--- src/rtl/stopwatch_pkg.sv ---
// Shared constants for the stopwatch front end: key FSM states, default button count
// and the button bit positions used by the debouncer and key event generator.
package stopwatch_pkg;

  typedef enum logic [1:0] {
    ST_IDLE  = 2'd0,
    ST_PRESS = 2'd1,
    ST_LONG  = 2'd2
  } key_state_t;

  localparam int N_BTN_DEF = 6;

  localparam int BTN_S0  = 0;
  localparam int BTN_S1  = 1;
  localparam int BTN_S2  = 2;
  localparam int BTN_S3  = 3;
  localparam int BTN_S4  = 4;
  localparam int BTN_SW7 = 5;

endpackage

--- src/rtl/key_fsm.sv ---
// Per-button event FSM: turns synchronised rise/fall strobes plus the tick timebase into
// registered press / release / long-press / auto-repeat pulses and a held flag.
module key_fsm
  import stopwatch_pkg::*;
#(
  parameter int LONG_TICKS   = 1000,
  parameter int REPEAT_TICKS = 200,
  parameter int CNT_W        = 10
) (
  input  logic clk,
  input  logic rst_n,
  input  logic tick_i,
  input  logic rise_i,
  input  logic fall_i,
  input  logic arm_i,
  input  logic repeat_en_i,
  output logic press_evt_o,
  output logic rel_evt_o,
  output logic long_evt_o,
  output logic rpt_evt_o,
  output logic held_o
);

  localparam logic [CNT_W-1:0] LONG_LAST = CNT_W'(LONG_TICKS - 1);
  localparam logic [CNT_W-1:0] RPT_LAST  = CNT_W'(REPEAT_TICKS - 1);

  key_state_t       state_q, state_d;
  logic [CNT_W-1:0] cnt_q, cnt_d;
  logic             armed_q, armed_d;
  logic             press_q, press_d;
  logic             rel_q, rel_d;
  logic             long_q, long_d;
  logic             rpt_q, rpt_d;
  logic             held_q;

  always_comb begin
    state_d = state_q;
    cnt_d   = cnt_q;
    armed_d = armed_q | arm_i;
    press_d = 1'b0;
    rel_d   = 1'b0;
    long_d  = 1'b0;
    rpt_d   = 1'b0;
    unique case (state_q)
      ST_IDLE: begin
        if (rise_i && armed_q) begin
          state_d = ST_PRESS;
          press_d = 1'b1;
          cnt_d   = '0;
        end
      end
      ST_PRESS: begin
        // A fall always beats a tick landing on the terminal count.
        if (fall_i) begin
          state_d = ST_IDLE;
          rel_d   = 1'b1;
          cnt_d   = '0;
        end else if (tick_i) begin
          if (cnt_q == LONG_LAST) begin
            state_d = ST_LONG;
            long_d  = 1'b1;
            cnt_d   = '0;
          end else begin
            cnt_d = cnt_q + 1'b1;
          end
        end
      end
      ST_LONG: begin
        if (fall_i) begin
          state_d = ST_IDLE;
          rel_d   = 1'b1;
          cnt_d   = '0;
        end else if (!repeat_en_i) begin
          cnt_d = '0;
        end else if (tick_i) begin
          if (cnt_q == RPT_LAST) begin
            rpt_d = 1'b1;
            cnt_d = '0;
          end else begin
            cnt_d = cnt_q + 1'b1;
          end
        end
      end
      default: begin
        state_d = ST_IDLE;
        cnt_d   = '0;
      end
    endcase
  end

  always_ff @(posedge clk or negedge rst_n) begin
    if (!rst_n) begin
      state_q <= ST_IDLE;
      cnt_q   <= '0;
      armed_q <= 1'b0;
      press_q <= 1'b0;
      rel_q   <= 1'b0;
      long_q  <= 1'b0;
      rpt_q   <= 1'b0;
      held_q  <= 1'b0;
    end else begin
      state_q <= state_d;
      cnt_q   <= cnt_d;
      armed_q <= armed_d;
      press_q <= press_d;
      rel_q   <= rel_d;
      long_q  <= long_d;
      rpt_q   <= rpt_d;
      held_q  <= (state_d != ST_IDLE);
    end
  end

  assign press_evt_o = press_q;
  assign rel_evt_o   = rel_q;
  assign long_evt_o  = long_q;
  assign rpt_evt_o   = rpt_q;
  assign held_o      = held_q;

endmodule

--- src/rtl/key_event_gen.sv ---
// Synchronises debounced button levels into clk, detects edges and fans them out to one
// key_fsm per button, which produce single-cycle key events.
module key_event_gen
  import stopwatch_pkg::*;
#(
  parameter int N_BTN        = N_BTN_DEF,
  parameter int LONG_TICKS   = 1000,
  parameter int REPEAT_TICKS = 200,
  parameter int CNT_W        = 10
) (
  input  logic             clk,
  input  logic             rst_n,
  input  logic             tick,
  input  logic [N_BTN-1:0] btn_lvl,
  input  logic [N_BTN-1:0] repeat_en,
  output logic [N_BTN-1:0] press_evt,
  output logic [N_BTN-1:0] rel_evt,
  output logic [N_BTN-1:0] long_evt,
  output logic [N_BTN-1:0] rpt_evt,
  output logic [N_BTN-1:0] held
);

  logic [N_BTN-1:0] sync_meta_q;
  logic [N_BTN-1:0] lvl_s_q;
  logic [N_BTN-1:0] lvl_prev_q;
  logic [1:0]       sync_vld_q;
  logic [N_BTN-1:0] rise;
  logic [N_BTN-1:0] fall;
  logic [N_BTN-1:0] arm;

  // sync_vld_q marks when lvl_s_q holds a real sample rather than its reset zero,
  // so a button held through reset cannot arm itself from the flushed pipeline.
  always_ff @(posedge clk or negedge rst_n) begin
    if (!rst_n) begin
      sync_meta_q <= '0;
      lvl_s_q     <= '0;
      lvl_prev_q  <= '0;
      sync_vld_q  <= '0;
    end else begin
      sync_meta_q <= btn_lvl;
      lvl_s_q     <= sync_meta_q;
      lvl_prev_q  <= lvl_s_q;
      sync_vld_q  <= {sync_vld_q[0], 1'b1};
    end
  end

  assign rise = lvl_s_q & ~lvl_prev_q;
  assign fall = ~lvl_s_q & lvl_prev_q;
  assign arm  = {N_BTN{sync_vld_q[1]}} & ~lvl_s_q;

  generate
    for (genvar gi = 0; gi < N_BTN; gi++) begin : g_key
      key_fsm #(
        .LONG_TICKS  (LONG_TICKS),
        .REPEAT_TICKS(REPEAT_TICKS),
        .CNT_W       (CNT_W)
      ) u_key_fsm (
        .clk        (clk),
        .rst_n      (rst_n),
        .tick_i     (tick),
        .rise_i     (rise[gi]),
        .fall_i     (fall[gi]),
        .arm_i      (arm[gi]),
        .repeat_en_i(repeat_en[gi]),
        .press_evt_o(press_evt[gi]),
        .rel_evt_o  (rel_evt[gi]),
        .long_evt_o (long_evt[gi]),
        .rpt_evt_o  (rpt_evt[gi]),
        .held_o     (held[gi])
      );
    end
  endgenerate

endmodule
--- config.mk ---
export PLATFORM = sky130hd
export DESIGN_NAME = key_event_gen
export DESIGN_NICKNAME = d
export VERILOG_FILES = /design/src/rtl/stopwatch_pkg.sv /design/src/rtl/key_fsm.sv /design/src/rtl/key_event_gen.sv
export SDC_FILE = /design/constraint.sdc
export NUM_CORES = 1
export LEC_CHECK = 0
export ABC_AREA = 1
export BUFFER_PORTS_ARGS = -buffer_cell sky130_fd_sc_hd__buf_2
export CORE_ASPECT_RATIO = 0.8
export CORE_MARGIN = 2
export CORE_UTILIZATION = 45
export CTS_BUF_LIST = sky130_fd_sc_hd__clkbuf_4
export CTS_CLUSTER_SIZE = 40
export DETAILED_ROUTE_END_ITERATION = 10
export MAX_ROUTING_LAYER = met4
export PLACE_DENSITY = 0.65
export SLEW_MARGIN = 20
export SYNTH_ARGS = -nofsm -noshare
export SYNTH_HDL_FRONTEND = slang
export SYNTH_SLANG_ARGS = --single-unit
--- constraint.sdc ---
create_clock -name clk -period 2.3 [get_ports clk]
set_input_delay 0.23 -clock clk [delete_from_list [all_inputs] [get_ports clk]]
set_output_delay 0.23 -clock clk [all_outputs]
set_load 0.005 [all_outputs]
== Word level (Yosys, flattened, before mapping) ==
Cells that the tools add are included.

* Memories: 0
* Bits in writable memories: 0
* Latch bits: 0
* Output and inout port bits: 30
* Word-level logic and storage cells: 309
* Memory bits (read-only): 0
* Bits in registers: 128
* Input port bits: 15

* Magnitude comparators: 0
* Reductions and logical operators: 30
* Multipliers: 0
* Add/subtract/negate cells: 6
* Divide/modulo/power cells: 0
* Bitwise gates (word level): 11
* Equal/unequal tests: 42
* Mux-type cells: 168
* Shift operators: 0

{| class="wikitable"
|+ Operators with widths
! cell !! count
|-
| 10-bit two-way mux || 48
|-
| 10-bit case mux with 3 select lines || 6
|-
| 1-bit two-way mux || 78
|-
| 10-bit by 1-bit adder with 10-bit output, second input constant || 6
|-
| 10-bit == test, second input constant || 6
|-
| 10-bit by 8-bit == test with 1-bit output, second input constant || 6
|-
| 2-bit two-way mux || 30
|-
| 2-bit case mux with 3 select lines || 6
|-
| 4-bit inequality test, second input constant || 6
|-
| 6-bit AND || 3
|-
| 3-bit inequality test, second input constant || 6
|-
| 3-bit AND reduction || 6
|-
| 2-bit by 1-bit == test with 1-bit output, second input constant || 6
|-
| 2-bit == test, second input constant || 6
|-
| 2-bit zero test || 6
|-
| 2-bit by 1-bit inequality test with 1-bit output, second input constant || 6
|-
| 6-bit NOT || 2
|-
| 2-bit nonzero test || 6
|-
| 2-bit OR reduction || 6
|-
| 1-bit logical AND || 6
|-
| 1-bit OR || 6
|}

== Logic depth before layout (Yosys ltp) ==
* Depth in word-level cells: 6
* Depth in mapped cells: 11

== Cells and area by module ==
Synthesis repeated with hierarchy kept, for this count alone.

* Cells, all modules: 926
* Area, all modules: 7026.7 um2

{| class="wikitable"
|+ By module, submodules not included
! module !! instances !! cells an instance !! area each (um2)
|-
| key_fsm at g_key[0].u_key_fsm ... || 4 || 149 || 1073.5
|-
| key_fsm at g_key[4].u_key_fsm ... || 2 || 139 || 1048.5
|-
| key_event_gen || 1 || 52 || 635.6
|}

== Worst setup path before layout ==
OpenSTA, ideal clock, no wires.

* Kind: register to register
* From: register g_key[1].u_key_fsm.state_q[0]
* To: register g_key[1].u_key_fsm.cnt_q[5]
* Period minus slack after synthesis: 1415 ps
* Path buffers: 1
* Arrival time: 1289 ps
* Data required time: 2175 ps
* Setup time: 125 ps
* Path slack: 885 ps
* Cell stages (with the launch flop): 10
* Path through: dfrtp_1 -> inv_1 -> ha_1 -> nand2_1 -> nor2_1 -> nor2_4 -> buf_6 -> nand2_1 -> xor2_1 -> nor2_1

* Word-level cells in the longest chain between the ends: 3
* Elaborated cells on any way between the ends: 8
* Those cells by class: eq/ne: 5; mux: 1; reduce/logical: 2

{| class="wikitable"
|+ Ends and longest elaborated chain
! what !! RTL line !! text
|-
| start, declared || key_fsm.sv:27 || <nowiki>key_state_t state_q, state_d;</nowiki>
|-
| start signal, assigned || key_fsm.sv:102 || <nowiki>state_q <= state_d;</nowiki>
|-
| 2-bit == test (tied with other cells) || key_fsm.sv:44 || <nowiki>unique case (state_q)</nowiki>
|-
| 4-bit inequality test (no line) (tied with other cells) || - ||
|-
| 3-bit AND reduction (no line) || - ||
|-
| end signal, assigned || key_fsm.sv:103 || <nowiki>cnt_q <= cnt_d;</nowiki>
|-
| end, declared || key_fsm.sv:28 || <nowiki>logic [CNT_W-1:0] cnt_q, cnt_d;</nowiki>
|}

Parallel ways exist; a longest one is shown, timed or not.
A chain may end at the register's enable or synchronous reset.

== Worst setup path after layout ==
* From: register g_key[5].u_key_fsm.cnt_q[0]
* To: register g_key[5].u_key_fsm.cnt_q[6]

* Word-level cells in the longest chain between the ends: 6
* Elaborated cells on any way between the ends: 11
* Those cells by class: add/sub: 1; eq/ne: 2; mux: 8

{| class="wikitable"
|+ Ends and longest elaborated chain
! what !! RTL line !! text
|-
| start, declared || key_fsm.sv:28 ||
|-
| start signal, assigned || key_fsm.sv:103 ||
|-
| 10-bit by 1-bit adder with 10-bit output or 10-bit by 8-bit == test with 1-bit output (tied branches) || key_fsm.sv:64, key_fsm.sv:80, key_fsm.sv:76 ||
|-
| 10-bit two-way mux || key_fsm.sv:76 || <nowiki>if (cnt_q == RPT_LAST) begin</nowiki>
|-
| 10-bit two-way mux || key_fsm.sv:75 || <nowiki>end else if (tick_i) begin</nowiki>
|-
| 10-bit two-way mux || key_fsm.sv:73 || <nowiki>end else if (!repeat_en_i) begin</nowiki>
|-
| 10-bit two-way mux || key_fsm.sv:69 || <nowiki>if (fall_i) begin</nowiki>
|-
| 10-bit case mux with 3 select lines * || key_fsm.sv:44 ||
|}

Every way passes the cells marked *; elsewhere a longest branch is shown, timed or not. The select of a mux whose other input is x is not followed.

==> impl_metrics.prom <==
# TYPE chip_impl_metric gauge
chip_impl_info{name="result_of_the_run",value="finished clean"} 1
chip_impl_info{name="timing.critical_path.from_type",value="flop"} 1
chip_impl_metric{name="finalNonFillerCells",unit=""} 1114
chip_impl_metric{name="synth.avg_cell_area",unit="um2"} 7.93
chip_impl_info{name="worst_min_delay_path_category",value="primary input to flop"} 1
chip_impl_metric{name="drt-initial-drc-count",unit=""} 226
chip_impl_metric{name="antenna_cells",unit=""} 0
chip_impl_metric{name="antenna_found_initial",unit=""} 0
chip_impl_metric{name="synth_warnings",unit=""} 0
chip_impl_metric{name="share_of_the_synthesized_area_in_compound_gates_ao_oa_aoi_oai",unit="%"} 5.70
chip_impl_metric{name="design_power_total",unit="mW"} 5.71
chip_impl_info{name="post-synth-top-area-cell",value="sky130_fd_sc_hd__dfrtp_1"} 1
chip_impl_metric{name="dp_hpwl",unit="um"} 9440
chip_impl_metric{name="grt_met1_use",unit="%"} 24.0
chip_impl_metric{name="cts.sinks",unit=""} 128
chip_impl_info{name="root_buffer",value="sky130_fd_sc_hd__clkbuf_4"} 1
chip_impl_metric{name="grt_remaining_overflow",unit=""} 0
chip_impl_metric{name="fraction_of_final_layout_cells_with_drive_strength_greater_than_1",unit="%"} 11.2
chip_impl_metric{name="cts.hold.buffers_added",unit=""} 13
chip_impl_metric{name="global_route.usage.met2",unit="%"} 26.0
chip_impl_metric{name="finalHoldViolCount",unit=""} 0
chip_impl_info{name="setup.worst_path.class",value="flop to flop"} 1
chip_impl_metric{name="final_util",unit="%"} 50.1
chip_impl_metric{name="gpl.final_weighted_congestion",unit=""} 0.871
chip_impl_metric{name="initial_utilization",unit="%"} 45.9
chip_impl_metric{name="grt_first_pass_wirelength",unit="um"} 22400
chip_impl_metric{name="post_synth_num_cell_types",unit=""} 32
chip_impl_metric{name="post-route-min-period",unit="ps"} 1710
chip_impl_metric{name="wl",unit="um"} 13000
chip_impl_metric{name="fp-row-count",unit=""} 40
chip_impl_metric{name="vertical_die_dimension",unit="um"} 115
chip_impl_metric{name="hold_slack",unit="ps"} 53.8
chip_impl_metric{name="number_of_cells_upsized_or_downsized_after_cts",unit=""} 0
chip_impl_metric{name="ant_nets",unit=""} 0
chip_impl_metric{name="grt_use_total",unit="%"} 17.9
chip_impl_metric{name="tns",unit="ps"} 0
chip_impl_metric{name="dieWidth",unit="um"} 142
chip_impl_metric{name="cts-root-to-sink-buffers",unit=""} 2
chip_impl_metric{name="die_area",unit="um2"} 16300
chip_impl_info{name="dominantRegCellSynth",value="sky130_fd_sc_hd__dfrtp_1"} 1
chip_impl_metric{name="max_freq",unit="MHz"} 585
chip_impl_metric{name="clock_slew_at_reported_path_ffs",unit="ps"} 110
chip_impl_metric{name="drv_cap",unit=""} 0
chip_impl_metric{name="pin_count_of_the_biggest_net_entering_global_routing",unit=""} 52
chip_impl_metric{name="synth.area.mux_share",unit="%"} 0
chip_impl_metric{name="flow.area_growth_from_synthesis",unit="%"} 9.02
chip_impl_metric{name="post_synth_xor_area_fraction",unit="%"} 1.40
chip_impl_metric{name="mappedNetlistArea",unit="um2"} 6900
chip_impl_info{name="grt_setup_unrepaired",value="no"} 1
chip_impl_metric{name="final_nets",unit=""} 958
chip_impl_metric{name="port-buffer-count",unit=""} 44
chip_impl_metric{name="seq_area_frac_synth",unit="%"} 46.4
chip_impl_metric{name="num_vias",unit=""} 5354
chip_impl_info{name="yosys-top-cells-area",value="sky130_fd_sc_hd__dfrtp_1 46%, sky130_fd_sc_hd__nand2_1 12%, sky130_fd_sc_hd__inv_1 7.2%"} 1
chip_impl_metric{name="peak_supply_drop",unit="mV"} 0.432
chip_impl_metric{name="drtPass1Iterations",unit=""} 6
chip_impl_metric{name="post_synthesis_share_of_cell_area_spent_on_full_adders_half_adders_and_majority_gates",unit="%"} 5.44
chip_impl_metric{name="synthArstFlopShare",unit="%"} 100
chip_impl_metric{name="fin_worst_skew",unit="ps"} 13.1
chip_impl_metric{name="avgRoutedWirePerCell",unit="um"} 11.7
chip_impl_metric{name="io_pins",unit=""} 45
chip_impl_metric{name="synthesis.instances",unit=""} 870
chip_impl_metric{name="mappedNetlistNets",unit=""} 915
chip_impl_info{name="critPathCaptureType",value="flop"} 1
chip_impl_metric{name="critical_path_arrival",unit="ps"} 2160
chip_impl_metric{name="detail_route.drc_violations",unit=""} 0
chip_impl_metric{name="cp_data_required_time",unit="ps"} 2750
chip_impl_info{name="path_cells",value="ha_1, nand2_1, nor2_1, nand4_1, nand2_1, nand2_1, nand2_1, nand2_1, inv_1, nor2_1"} 1
chip_impl_info{name="synth_top_family_by_area",value="simple AND/OR/NAND/NOR gates"} 1
chip_impl_metric{name="globalRouteMet3Util",unit="%"} 4.56
chip_impl_info{name="clock_tree_from_tritoncts",value="done"} 1
chip_impl_metric{name="post_synthesis_share_of_cell_area_spent_on_and_or_nand_and_nor_gates",unit="%"} 29.4
chip_impl_metric{name="numCtsBuffers",unit=""} 17
chip_impl_metric{name="number_of_synthesized_flops_with_an_enable_pin",unit=""} 0
chip_impl_info{name="critical_path.most_common_cell",value="sky130_fd_sc_hd__nand2_1"} 1
chip_impl_metric{name="yosys_register_bits",unit=""} 128
chip_impl_info{name="cpMaxStageDelayCell",value="sky130_fd_sc_hd__dfrtp_1"} 1
chip_impl_metric{name="clkLatencyLatePin",unit="ps"} 550
chip_impl_metric{name="grt_pass1_vias",unit=""} 4977
chip_impl_metric{name="final_max_slew_viol_count",unit=""} 0
chip_impl_metric{name="timing.final.setup_violations",unit=""} 0
chip_impl_metric{name="place.detailed.instances",unit=""} 1070
chip_impl_info{name="globalRoute.busiestLayer",value="met2"} 1
chip_impl_metric{name="final_min_period_over_clock_period",unit="%"} 74.4
chip_impl_metric{name="yosys.area.top_type_share",unit="%"} 46.4
chip_impl_metric{name="floorplan.core_area",unit="um2"} 15000
chip_impl_metric{name="postCtsSetupBuffers",unit=""} 0
chip_impl_metric{name="viasPerCell",unit=""} 4.81
chip_impl_metric{name="critical_path_s_largest_stage_delay",unit="ps"} 410
chip_impl_metric{name="power.static_leakage",unit="nW"} 3.97
chip_impl_metric{name="critical_path.max_fanout",unit=""} 4
chip_impl_metric{name="htree_levels",unit=""} 4
chip_impl_metric{name="power_per_cell_area",unit="nW/um2"} 760
==> final cells by class <==
type	instances	area, um2
Sequential cell	128	3200
Clock buffer	19	143
Fill cell	1424	7500
Clock inverter	12	144
Tap cell	189	236
Timing Repair Buffer	60	392
Multi-Input combinational cell	572	2900
Inverter	134	505
==> sequential cells by signal (all words and copies together) (netlist names) <==
| register | flops |
|---|---|
| g_key.u_key_fsm.state_q | 12 |
| sync_vld_q | 2 |
| g_key.u_key_fsm.long_evt_o | 6 |
| g_key.u_key_fsm.press_evt_o | 6 |
| g_key.u_key_fsm.rpt_evt_o | 6 |
| g_key.u_key_fsm.held_o | 6 |
| sync_meta_q | 6 |
| g_key.u_key_fsm.cnt_q | 60 |
| g_key.u_key_fsm.rel_evt_o | 6 |
| g_key.u_key_fsm.armed_q | 6 |
| lvl_prev_q | 6 |
| lvl_s_q | 6 |
==> critical path, delay by kind of cell (launching register included) <==
kind / cells / cell delay [ps]
adder cells (fa/ha/maj): 1 / 210
flip-flops: 1 / 410
buffers and inverters: 1 / 140
AND/OR/NAND/NOR: 8 / 850
==> power by group <==
part	total [mW]	internal, mW	switching, mW	leakage [nW]
sequential	2.55	2.44	0.114	1.68
clock	1.58	0.759	0.821	0.151
combinational	1.58	0.503	1.08	2.13
total	5.71	3.70	2.02	3.97
==> final timing paths <==
path	to	slack, ps	cells after the start	from
max in group asynchronous	g_key[1].u_key_fsm.cnt_q[1]	1530	3	rst_n
max reg2reg	g_key[5].u_key_fsm.cnt_q[6]	590	10	g_key[5].u_key_fsm.cnt_q[0]
min	g_key[1].u_key_fsm.rpt_evt_o	50	3	tick
max	g_key[5].u_key_fsm.cnt_q[6]	590	10	g_key[5].u_key_fsm.cnt_q[0]
min in group asynchronous	g_key[4].u_key_fsm.cnt_q[8]	130	2	rst_n
min reg2reg	sync_vld_q[1]	350	0	sync_vld_q[0]
==> cells in the mapped netlist, types with 2 or more instances <==
| library cell | count |
|---|---|
| sky130_fd_sc_hd__o21ai_0 | 19 |
| sky130_fd_sc_hd__nand3b_1 | 3 |
| sky130_fd_sc_hd__a31oi_1 | 3 |
| sky130_fd_sc_hd__or2_2 | 2 |
| sky130_fd_sc_hd__nand2_2 | 9 |
| sky130_fd_sc_hd__nand3_1 | 65 |
| sky130_fd_sc_hd__buf_4 | 30 |
| sky130_fd_sc_hd__ha_1 | 30 |
| sky130_fd_sc_hd__buf_6 | 6 |
| sky130_fd_sc_hd__o21ai_1 | 5 |
| sky130_fd_sc_hd__nand3_2 | 7 |
| sky130_fd_sc_hd__nor2_2 | 2 |
| sky130_fd_sc_hd__nor2_4 | 4 |
| sky130_fd_sc_hd__o21bai_1 | 10 |
| sky130_fd_sc_hd__dfrtp_1 | 128 |
| sky130_fd_sc_hd__xor2_1 | 11 |
| sky130_fd_sc_hd__nand4_1 | 21 |
| sky130_fd_sc_hd__nor4_1 | 6 |
| sky130_fd_sc_hd__inv_1 | 132 |
| sky130_fd_sc_hd__nor3_1 | 6 |
| sky130_fd_sc_hd__a21oi_1 | 31 |
| sky130_fd_sc_hd__nor2_1 | 119 |
| sky130_fd_sc_hd__nand2_1 | 212 |
==> metal layers <==
layer / routed length [um] / vias up
li1: - / 2789
met1: 6680 / 2451
met5: 0 / -
met4: 179 / 0
met3: 537 / 15
met2: 5590 / 99
==> logic make-up after synthesis <==
group	count (synthesis)
AND/OR/NAND/NOR	460
buffers and inverters	170
flip-flops	128
AO/OA/AOI/OAI	70
adder cells (fa/ha/maj)	30
XOR/XNOR	11
other	1
==> metrics by stage <==
| step | worst slack (ps) | cell area [um2] |
|---|---|---|
| final | 589 | 7520 |
| after global routing | 396 | 7520 |
| after CTS | 589 | 7520 |
| after detailed placement | 591 | 7100 |
| after global placement | 591 | 7100 |
| after floorplan | 885 | 6900 |
==> cells in the final DEF (no fill, tap or decap), types with 19 or more instances in the layout <==
cell / netlist / final
sky130_fd_sc_hd__nand4_1: 21 / 21
sky130_fd_sc_hd__dfrtp_1: 128 / 128
sky130_fd_sc_hd__o21ai_0: 19 / 19
sky130_fd_sc_hd__nor2_1: 119 / 119
sky130_fd_sc_hd__clkbuf_4: 0 / 19
sky130_fd_sc_hd__a21oi_1: 31 / 31
sky130_fd_sc_hd__inv_1: 132 / 132
sky130_fd_sc_hd__buf_2: 0 / 43
sky130_fd_sc_hd__ha_1: 30 / 30
sky130_fd_sc_hd__nand2_1: 212 / 212
sky130_fd_sc_hd__nand3_1: 65 / 65
Power figures use the tool's default switching activity.
